===== config.mk =====
export PLATFORM = sky130hd
export DESIGN_NAME = spi_flash_responder
export DESIGN_NICKNAME = d
export VERILOG_FILES = /design/src/rtl/spi_flash_responder_pkg.sv /design/src/rtl/spi_flash_sync.sv /design/src/rtl/spi_flash_responder.sv
export SDC_FILE = /design/constraint.sdc
export NUM_CORES = 1
export LEC_CHECK = 0
export BUFFER_PORTS_ARGS = -buffer_cell sky130_fd_sc_hd__buf_4
export CORE_MARGIN = 2
export CORE_UTILIZATION = 45
export CTS_BUF_LIST = sky130_fd_sc_hd__clkbuf_8
export CTS_CLUSTER_DIAMETER = 40
export DETAILED_ROUTE_END_ITERATION = 7
export HOLD_SLACK_MARGIN = 0.02
export PLACE_DENSITY = 0.64
export SLEW_MARGIN = 20
export SYNTH_ARGS = -nofsm -noshare
export SYNTH_HDL_FRONTEND = slang
export SYNTH_SLANG_ARGS = --single-unit

===== constraint.sdc =====
create_clock -name clk -period 4.8 [get_ports clk]
set_input_delay 0.48 -clock clk [delete_from_list [all_inputs] [get_ports clk]]
set_output_delay 0.48 -clock clk [all_outputs]
set_load 0.01 [all_outputs]

===== src/rtl/spi_flash_responder_pkg.sv =====
// Shared definitions for the SPI flash responder: opcodes, FSM states and
// the continuous-read-mode signature carried in the 0xEB mode byte.
package spi_flash_defs;

    localparam logic [7:0] OP_READ  = 8'h03;
    localparam logic [7:0] OP_FREAD = 8'h0B;
    localparam logic [7:0] OP_QREAD = 8'hEB;
    localparam logic [7:0] OP_WAKE  = 8'hAB;
    localparam logic [7:0] OP_RST   = 8'hFF;

    localparam logic [1:0] CRM_BITS = 2'b10;

    typedef enum logic [2:0] {
        IDLE,
        CMD,
        ADDR,
        MODE,
        DUMMY,
        DATA,
        IGNORE
    } state_t;

endpackage


===== src/rtl/spi_flash_sync.sv =====
// Brings the asynchronous SPI pins into the clk domain and derives SCK edge
// and chip-select start/end pulses from the synchronized values.
module spi_flash_sync (
    input  logic       clk,
    input  logic       resetn,
    input  logic       spi_csb,
    input  logic       spi_clk,
    input  logic [3:0] spi_io_i,
    output logic       csb_s,
    output logic [3:0] io_s,
    output logic       sck_rise,
    output logic       sck_fall,
    output logic       cs_start,
    output logic       cs_end
);

    logic       csb_p0, csb_p1, csb_p2;
    logic       sck_p0, sck_p1, sck_p2;
    logic [3:0] io_p0, io_p1;

    always_ff @(posedge clk) begin
        if (!resetn) begin
            csb_p0 <= 1'b1;
            csb_p1 <= 1'b1;
            csb_p2 <= 1'b1;
            sck_p0 <= 1'b0;
            sck_p1 <= 1'b0;
            sck_p2 <= 1'b0;
            io_p0  <= '0;
            io_p1  <= '0;
        end else begin
            csb_p0 <= spi_csb;
            csb_p1 <= csb_p0;
            csb_p2 <= csb_p1;
            sck_p0 <= spi_clk;
            sck_p1 <= sck_p0;
            sck_p2 <= sck_p1;
            io_p0  <= spi_io_i;
            io_p1  <= io_p0;
        end
    end

    // SCK activity only counts while the part is selected
    assign csb_s    = csb_p1;
    assign io_s     = io_p1;
    assign sck_rise =  sck_p1 & ~sck_p2 & ~csb_p1;
    assign sck_fall = ~sck_p1 &  sck_p2 & ~csb_p1;
    assign cs_start = ~csb_p1 &  csb_p2;
    assign cs_end   =  csb_p1 & ~csb_p2;

endmodule


===== src/rtl/spi_flash_responder.sv =====
// SPI/QSPI flash target serving read commands (0x03, 0x0B, 0xEB with
// continuous-read mode) from a byte-wide synchronous memory port.
module spi_flash_responder
    import spi_flash_defs::*;
#(
    parameter int AW     = 16,
    parameter int QDUMMY = 4,
    parameter int FDUMMY = 8
) (
    input  logic          clk,
    input  logic          resetn,
    input  logic          spi_csb,
    input  logic          spi_clk,
    input  logic [3:0]    spi_io_i,
    output logic [3:0]    spi_io_o,
    output logic [3:0]    spi_io_oe,
    output logic          mem_rd,
    output logic [AW-1:0] mem_addr,
    input  logic [7:0]    mem_rdata,
    output logic          busy,
    output logic [7:0]    last_cmd
);

    logic       csb_s, sck_rise, sck_fall, cs_start, cs_end;
    logic [3:0] io_s;

    spi_flash_sync u_sync (
        .clk      (clk),
        .resetn   (resetn),
        .spi_csb  (spi_csb),
        .spi_clk  (spi_clk),
        .spi_io_i (spi_io_i),
        .csb_s    (csb_s),
        .io_s     (io_s),
        .sck_rise (sck_rise),
        .sck_fall (sck_fall),
        .cs_start (cs_start),
        .cs_end   (cs_end)
    );

    state_t      state, state_d;
    logic [4:0]  bit_cnt, phase_len, dummy_len;
    logic [2:0]  out_cnt;
    logic        quad, crm, rd_pend, phase_done;
    logic [23:0] sr_in, sr_next;
    logic [7:0]  sr_out, pre_byte, out_byte;

    always_comb begin
        sr_next  = quad ? {sr_in[19:0], io_s} : {sr_in[22:0], io_s[0]};
        out_byte = (out_cnt == 3'd0) ? pre_byte : sr_out;
        case (state)
            ADDR:    phase_len = quad ? 5'd6 : 5'd24;
            MODE:    phase_len = 5'd2;
            DUMMY:   phase_len = dummy_len;
            default: phase_len = 5'd8;
        endcase
        phase_done = sck_rise && (bit_cnt == phase_len - 5'd1);
    end

    always_comb begin
        state_d = state;
        if (cs_end) begin
            state_d = IDLE;
        end else begin
            case (state)
                IDLE:  if (cs_start) state_d = crm ? ADDR : CMD;
                CMD:   if (phase_done) begin
                    case (sr_next[7:0])
                        OP_READ, OP_FREAD, OP_QREAD: state_d = ADDR;
                        OP_WAKE, OP_RST:             state_d = IGNORE;
                        default:                     state_d = IGNORE;
                    endcase
                end
                ADDR:  if (phase_done) state_d = quad ? MODE : ((dummy_len == 5'd0) ? DATA : DUMMY);
                MODE:  if (phase_done) state_d = (QDUMMY == 0) ? DATA : DUMMY;
                DUMMY: if (phase_done) state_d = DATA;
                default: state_d = state;
            endcase
        end
    end

    always_ff @(posedge clk) begin
        if (!resetn) state <= IDLE;
        else         state <= state_d;
    end

    always_ff @(posedge clk) begin
        if (!resetn) begin
            bit_cnt   <= '0;
            out_cnt   <= '0;
            dummy_len <= '0;
            quad      <= 1'b0;
            crm       <= 1'b0;
            rd_pend   <= 1'b0;
            mem_rd    <= 1'b0;
            mem_addr  <= '0;
            spi_io_o  <= '0;
            spi_io_oe <= '0;
            busy      <= 1'b0;
            last_cmd  <= '0;
        end else begin
            mem_rd  <= 1'b0;
            rd_pend <= mem_rd;
            busy    <= ~csb_s;
            if (state_d != state) bit_cnt <= '0;
            else if (sck_rise)    bit_cnt <= bit_cnt + 5'd1;
            if (state == IDLE && cs_start) begin
                quad    <= crm;
                out_cnt <= '0;
            end
            if (state == CMD && phase_done) begin
                last_cmd  <= sr_next[7:0];
                quad      <= (sr_next[7:0] == OP_QREAD);
                dummy_len <= (sr_next[7:0] == OP_FREAD) ? 5'(FDUMMY) : 5'd0;
            end
            if (state == ADDR && phase_done) begin
                mem_addr <= sr_next[AW-1:0];
                mem_rd   <= 1'b1;
            end
            if (state == MODE && phase_done) begin
                crm       <= (sr_next[5:4] == CRM_BITS);
                dummy_len <= 5'(QDUMMY);
            end
            // each byte start consumes the prefetched byte and fetches the next
            if (state == DATA && sck_fall) begin
                if (out_cnt == 3'd0) begin
                    mem_addr  <= mem_addr + AW'(1);
                    mem_rd    <= 1'b1;
                    spi_io_oe <= quad ? 4'b1111 : 4'b0010;
                end
                spi_io_o <= quad ? out_byte[7:4] : {2'b00, out_byte[7], 1'b0};
                out_cnt  <= (out_cnt == (quad ? 3'd1 : 3'd7)) ? 3'd0 : out_cnt + 3'd1;
            end
            if (cs_end) begin
                spi_io_oe <= '0;
                out_cnt   <= '0;
            end
        end
    end

    always_ff @(posedge clk) begin
        if (sck_rise) sr_in <= sr_next;
        if (rd_pend)  pre_byte <= mem_rdata;
        if (state == DATA && sck_fall)
            sr_out <= quad ? {out_byte[3:0], 4'h0} : {out_byte[6:0], 1'b0};
    end

endmodule


Yosys cells after proc, flatten, opt, wreduce, memory -nomap -nowiden
Cells that the tools add are included.
Storage, ports and cells
  flip-flop bits (word level): 97
  input port bits: 16
  output and inout port bits: 34
  word-level logic and storage cells: 103
Operators by class
  add/subtract/negate cells: 4
  equality and inequality tests: 12
  mux-type cells: 33
  bitwise gates (word level): 11
  reductions and logical operators: 17
Operators by type and width (count)
  two-way mux 16 bit: 4
  two-way mux 3 bit: 14
  adder 16 x 1 -> 16 bit (second input constant): 1
  two-way mux 8 bit: 2
  case mux 3 bit (5 select lines): 1
  case mux 5 bit (3 select lines): 1
  two-way mux 4 bit: 3
  equality test 8 x 2 -> 1 bit (second input constant): 1
  equality test 8 x 4 -> 1 bit (second input constant): 1
  equality test 8 bit (second input constant): 1
  AND 1 bit: 6
  equality test 3 x 2 -> 1 bit (second input constant): 2
  equality test 3 bit (second input constant): 2
  logical AND 1 bit: 6
  zero test 3 bit: 2
  two-way mux 1 bit: 6
  nonzero test 2 bit: 3
  OR reduction 2 bit: 3
  adder 5 x 1 -> 5 bit (second input constant): 1
  equality test 5 bit: 1
  zero test 5 bit: 1
  two-way mux 5 bit: 1
  inverter 1 bit: 5
  subtractor 5 x 1 -> 5 bit (second input constant): 1
  other kinds (8): 8

Longest topological paths before layout
  word-level depth: 10
  gate-level depth with buffers: 15
  mapped depth without buffers: 10

Cells and area by module
Synthesis repeated with hierarchy kept, for this count alone.
Second synthesis, totals
  cells, all modules: 440
  area total of the unflattened synthesis: 4312.9 sq um
Modules (own cells, without submodules)
  spi_flash_responder: instances 1, cells an instance 407, area an instance 3897.5 sq um, seq. area each 1861.8 sq um
  spi_flash_sync: instances 1, cells an instance 33, area an instance 415.4 sq um, seq. area each 280.3 sq um

Worst setup path after synthesis
No wires, ideal clock.
  path kind: register -> register
  start: reg quad
  end: reg mem_addr[10]
  setup time: 0.120 ns
  arrival: 3.554 ns
  data required time: 4.680 ns
  slack: 1.126 ns
  stages on the path, launching flop included: 14
  buffers on the path: 5
  period minus slack after synthesis: 3.674 ns
  path through: dfxtp_1 buf_6 clkbuf_1 buf_1 clkbuf_1 a22oi_1 or2_2 ha_1 xor2_1 nand3_4 or4_1 buf_4 and3_1 o31a_1
On the way
  cells in the longest elaborated chain, start to end: 9
  elaborated cells on any way between the ends: 10
  those cells by class: add/sub (1); eq/ne (1); mux (6); reduce/logical (2)
RTL lines
  from (decl): RTL line spi_flash_responder.sv:44  | logic quad, crm, rd_pend, phase_done;
  from (signal assigned): RTL line spi_flash_responder.sv:108  | quad <= crm;
  from (signal assigned): RTL line spi_flash_responder.sv:113  | quad <= (sr_next[7:0] == OP_QREAD);
  two-way mux 5 bit: RTL line spi_flash_responder.sv:52  | ADDR: phase_len = quad ? 5'd6 : 5'd24;
  case mux 5 bit (3 select lines): RTL line spi_flash_responder.sv:51  | case (state)
  subtractor 5 x 1 -> 5 bit: RTL line spi_flash_responder.sv:57  | phase_done = sck_rise && (bit_cnt == phase_len - 5'd1);
  equality test 5 bit: RTL line spi_flash_responder.sv:57
  logical AND 1 bit: RTL line spi_flash_responder.sv:57
  logical AND 1 bit: RTL line spi_flash_responder.sv:116  | if (state == ADDR && phase_done) begin
  two-way mux 16 bit *: RTL line spi_flash_responder.sv:116
  two-way mux 16 bit: RTL line spi_flash_responder.sv:126  | if (out_cnt == 3'd0) begin
  two-way mux 16 bit *: RTL line spi_flash_responder.sv:125  | if (state == DATA && sck_fall) begin
  to (signal assigned): RTL line spi_flash_responder.sv:117  | mem_addr <= sr_next[AW-1:0];
  to (signal assigned): RTL line spi_flash_responder.sv:127  | mem_addr <= mem_addr + AW'(1);
  to (decl): RTL line spi_flash_responder.sv:18  | output logic [AW-1:0] mem_addr,
Mark *: on every way between the ends. The rest lies on a longest branch, timed or not.
A chain may end at the register's enable or synchronous reset.

Final worst setup path
  start: reg state[2]
  end: reg mem_addr[10]
On the way
  cells in the longest elaborated chain, start to end: 9
  elaborated cells on any way between the ends: 13
  those cells by class: add/sub (1); eq/ne (5); mux (4); reduce/logical (3)
RTL lines
  from (decl): RTL line spi_flash_responder.sv:41  | state_t state, state_d;
  from (signal assigned): RTL line spi_flash_responder.sv:84  | else state <= state_d;
  equality test 3 bit (tied with other cells): RTL line spi_flash_responder.sv:51
  case mux 5 bit (3 select lines): RTL line spi_flash_responder.sv:51
  subtractor 5 x 1 -> 5 bit: RTL line spi_flash_responder.sv:57
  equality test 5 bit: RTL line spi_flash_responder.sv:57
  logical AND 1 bit: RTL line spi_flash_responder.sv:57
  logical AND 1 bit: RTL line spi_flash_responder.sv:116
  two-way mux 16 bit: RTL line spi_flash_responder.sv:116
  two-way mux 16 bit: RTL line spi_flash_responder.sv:126
  two-way mux 16 bit *: RTL line spi_flash_responder.sv:125
Marks and branches as above.

==> results.toml <==
[setup_path]
critPathMaxFanout = 17
reg2reg_depth = 10
required_ps = 5060
crit_type = "reg -> reg"
crit_chain = "nor2b_1, a22oi_1, or2_2, ha_1, xnor2_1, xnor2_1, a2bb2oi_2, or4_1, and3_1, o31a_1"
cp_slowest_stage_delay_ps = 860
arrival_ps = 3890
critPathLaunchType = "register"
endpoint_kind = "register"
crit_slowest_cell = "or4_1"
cp_common_cell = "xnor2_1"

[pwr]
p_leak_nw = 1.83
power.total_mw = 1.41
powerDensity_nw_per_um2 = 281
irDropWorstVdd_v = 0.000184

[clock_network]
cts_sinks = 92
htreeDepth = 3
post-cts-setup-buffers = 0
cts_tree = "yes"
insertion_delay_ps = 370
path_clk_slew_ps = 90
numCtsBuffers = 9
cts_root_buffer = "clkbuf_8"
cts-hold-fix-buffers = 0
cts_resized = 0
clockBufferDepth = 2

[synth]
synth_area_um2 = 4390
synth_top_cell_by_area = "dfxtp_1"
synth-edff-count = 30
yosysWarnings = 0
ys_seq_area_frac = 0.488
synth-async-reset-ratio = 0
synthesis.area_per_instance_um2 = 9.82
synth.area.top_cells = "dfxtp_1 (28%), edfxtp_1 (21%), mux2i_1 (4.3%), a21oi_1 (3.1%), nand2_1 (2.8%)"
synth_cells = 447
synthTopCellsByCount = "dfxtp_1 (62), nand2_1 (33), nor2_1 (33), edfxtp_1 (30), a21oi_1 (27)"
yosys.cell_count.top_type = "dfxtp_1"
synth-seq-cells = 92
synth_nets = 468
synthFlopType = "dfxtp_1"
synth.top_cell.area_share = 0.283
synth_cell_types = 68

[timing]
setup_violations = 0
slew_headroom = 0.417
hold_viol = 0
max_freq_mhz = 276
clock_skew_ps = 7.93
worstMarginPinSlew_ps = 869
tns_ps = 0
period_share = 0.756
rsz0062_at_grt = "no"
finalWorstSetupSlack_ps = 1170
maxSlewViolCount = 0
min_period_ps = 3630

[die]
core_region_area_um2 = 9640
rows = 36
die_h_um = 103
dieArea_um2 = 10600
die_w_um = 103
io_pins = 50
initial_core_util = 0.455

[layout]
drive_gt1_frac = 0.190
nets = 506
multi_input_area_um2 = 2050
n_fill_cell = 898
diodes = 0
area_delta_synth_final_pct = 14.6
postLayoutCellArea_um2 = 5030
seq_area_um2 = 2140
final_cells = 623

[worst_hold_path]
worstHoldPathType = "in -> reg"
min_path_cells = 1

[outcome]
outcome = "finished clean"

[detailed_routing]
avgRoutedWirePerCell_um = 15.9
drcViolationCount = 0
drt_iter0_markers = 193
routed_wl_um = 9930
post_drt_via_cell_ratio = 5.48
dr.pass1.iters = 4
vias = 3415
ant_nets = 0

[global_routing]
antenna_found_initial = 0
grt_usage = 0.197
grt_overflow = 0
grt_pass1_wl_um = 15700
grt_pass1_vias = 3079
grt_max_degree = 32

[placed_design]
place_area_um2 = 4810
place_ws_ps = 1240
io_buffers = 49
dp_hpwl_um = 6760
place_inst = 607
gp_congestion = 0.892

[flow_run]
maxCapViolCount = 0
==> metal layers <==
metal	part of all wire	GRT usage	routed length (µm)
met4	0.017	0.0709	167
met1	0.50	0.282	4970
met2	0.44	0.296	4380
met5	0	0	0
met3	0.041	0.0407	410
==> power breakdown <==
group | internal [mW] | switching, mW | total, mW | leakage (nW)
Sequential | 0.805 | 0.00508 | 0.810 | 0.771
Clock | 0.291 | 0.276 | 0.568 | 0.105
Combinational | 0.0162 | 0.0189 | 0.0351 | 0.958
Total | 1.11 | 0.300 | 1.41 | 1.83
==> final cells by class <==
class	instances	share of cell area
inverters	16	0.0119
well taps	133	0.0331
clock buffers	9	0.0246
repair buffers	53	0.0791
clock inverters	7	0.0182
flip-flops and latches	92	0.426
multi-input cells	313	0.407
==> metrics by stage <==
stage / util / hold WS (ps)
floorplan: - / 386
global placement: 0.499 / 394
detailed placement: 0.499 / 396
CTS: 0.522 / 273
global route: 0.522 / 265
finish: 0.522 / 285
==> critical path, delay by kind of cell, from the launching register on <==
family	cells	cell delay, ps
XOR/XNOR	2	390
AND/OR/NAND/NOR	4	1800
AO/OA/AOI/OAI	3	570
adder cells (fa/ha/maj)	1	190
flip-flops	1	580
==> cell families (layout without fill, tap and decap cells) <==
group,count (synthesis),in the layout,share of synthesized area
AO/OA/AOI/OAI,77,77,0.118
XOR/XNOR,10,10,0.0217
adder cells (fa/ha/maj),5,5,0.0143
buffers and inverters,42,85,0.0456
flip-flops,92,92,0.488
multiplexers,30,30,0.0716
AND/OR/NAND/NOR,191,191,0.241
==> cells in the final DEF, fill, tap and decap left out, types with 10 or more instances in the layout <==
| cell | synthesis | final |
|---|---|---|
| dfxtp_1 | 62 | 62 |
| buf_4 | 5 | 53 |
| nand2_1 | 33 | 33 |
| nor2_1 | 33 | 33 |
| edfxtp_1 | 30 | 30 |
| a21oi_1 | 27 | 27 |
| nand3_1 | 23 | 23 |
| nor3_1 | 22 | 22 |
| mux2i_1 | 19 | 19 |
| inv_1 | 14 | 15 |
| and2_1 | 15 | 15 |
| a211oi_1 | 12 | 12 |
| mux2_2 | 11 | 11 |
| nand2b_1 | 10 | 10 |
==> final timing paths <==
check / start / endpoint / slack [ps]
hold / removal: mem_rdata[0] / pre_byte[0] / 280
setup / recovery: state[2] / mem_addr[10] / 1170
setup reg to reg: state[2] / mem_addr[10] / 1170
hold reg to reg: u_sync.csb_p0 / u_sync.csb_s / 410
==> registers in the layout (all words and copies together) (netlist names), 2 cells and up <==
register and cells:
bit_cnt 5, sr_out 7, last_cmd 8, dummy_len 2, mem_addr 16, pre_byte 8, spi_io_o 4, out_cnt 3
sr_in 15, u_sync.io_p0 4, u_sync.io_s 4, state 3, spi_io_oe 2
Note: power is estimated with default switching activity, not from simulation.
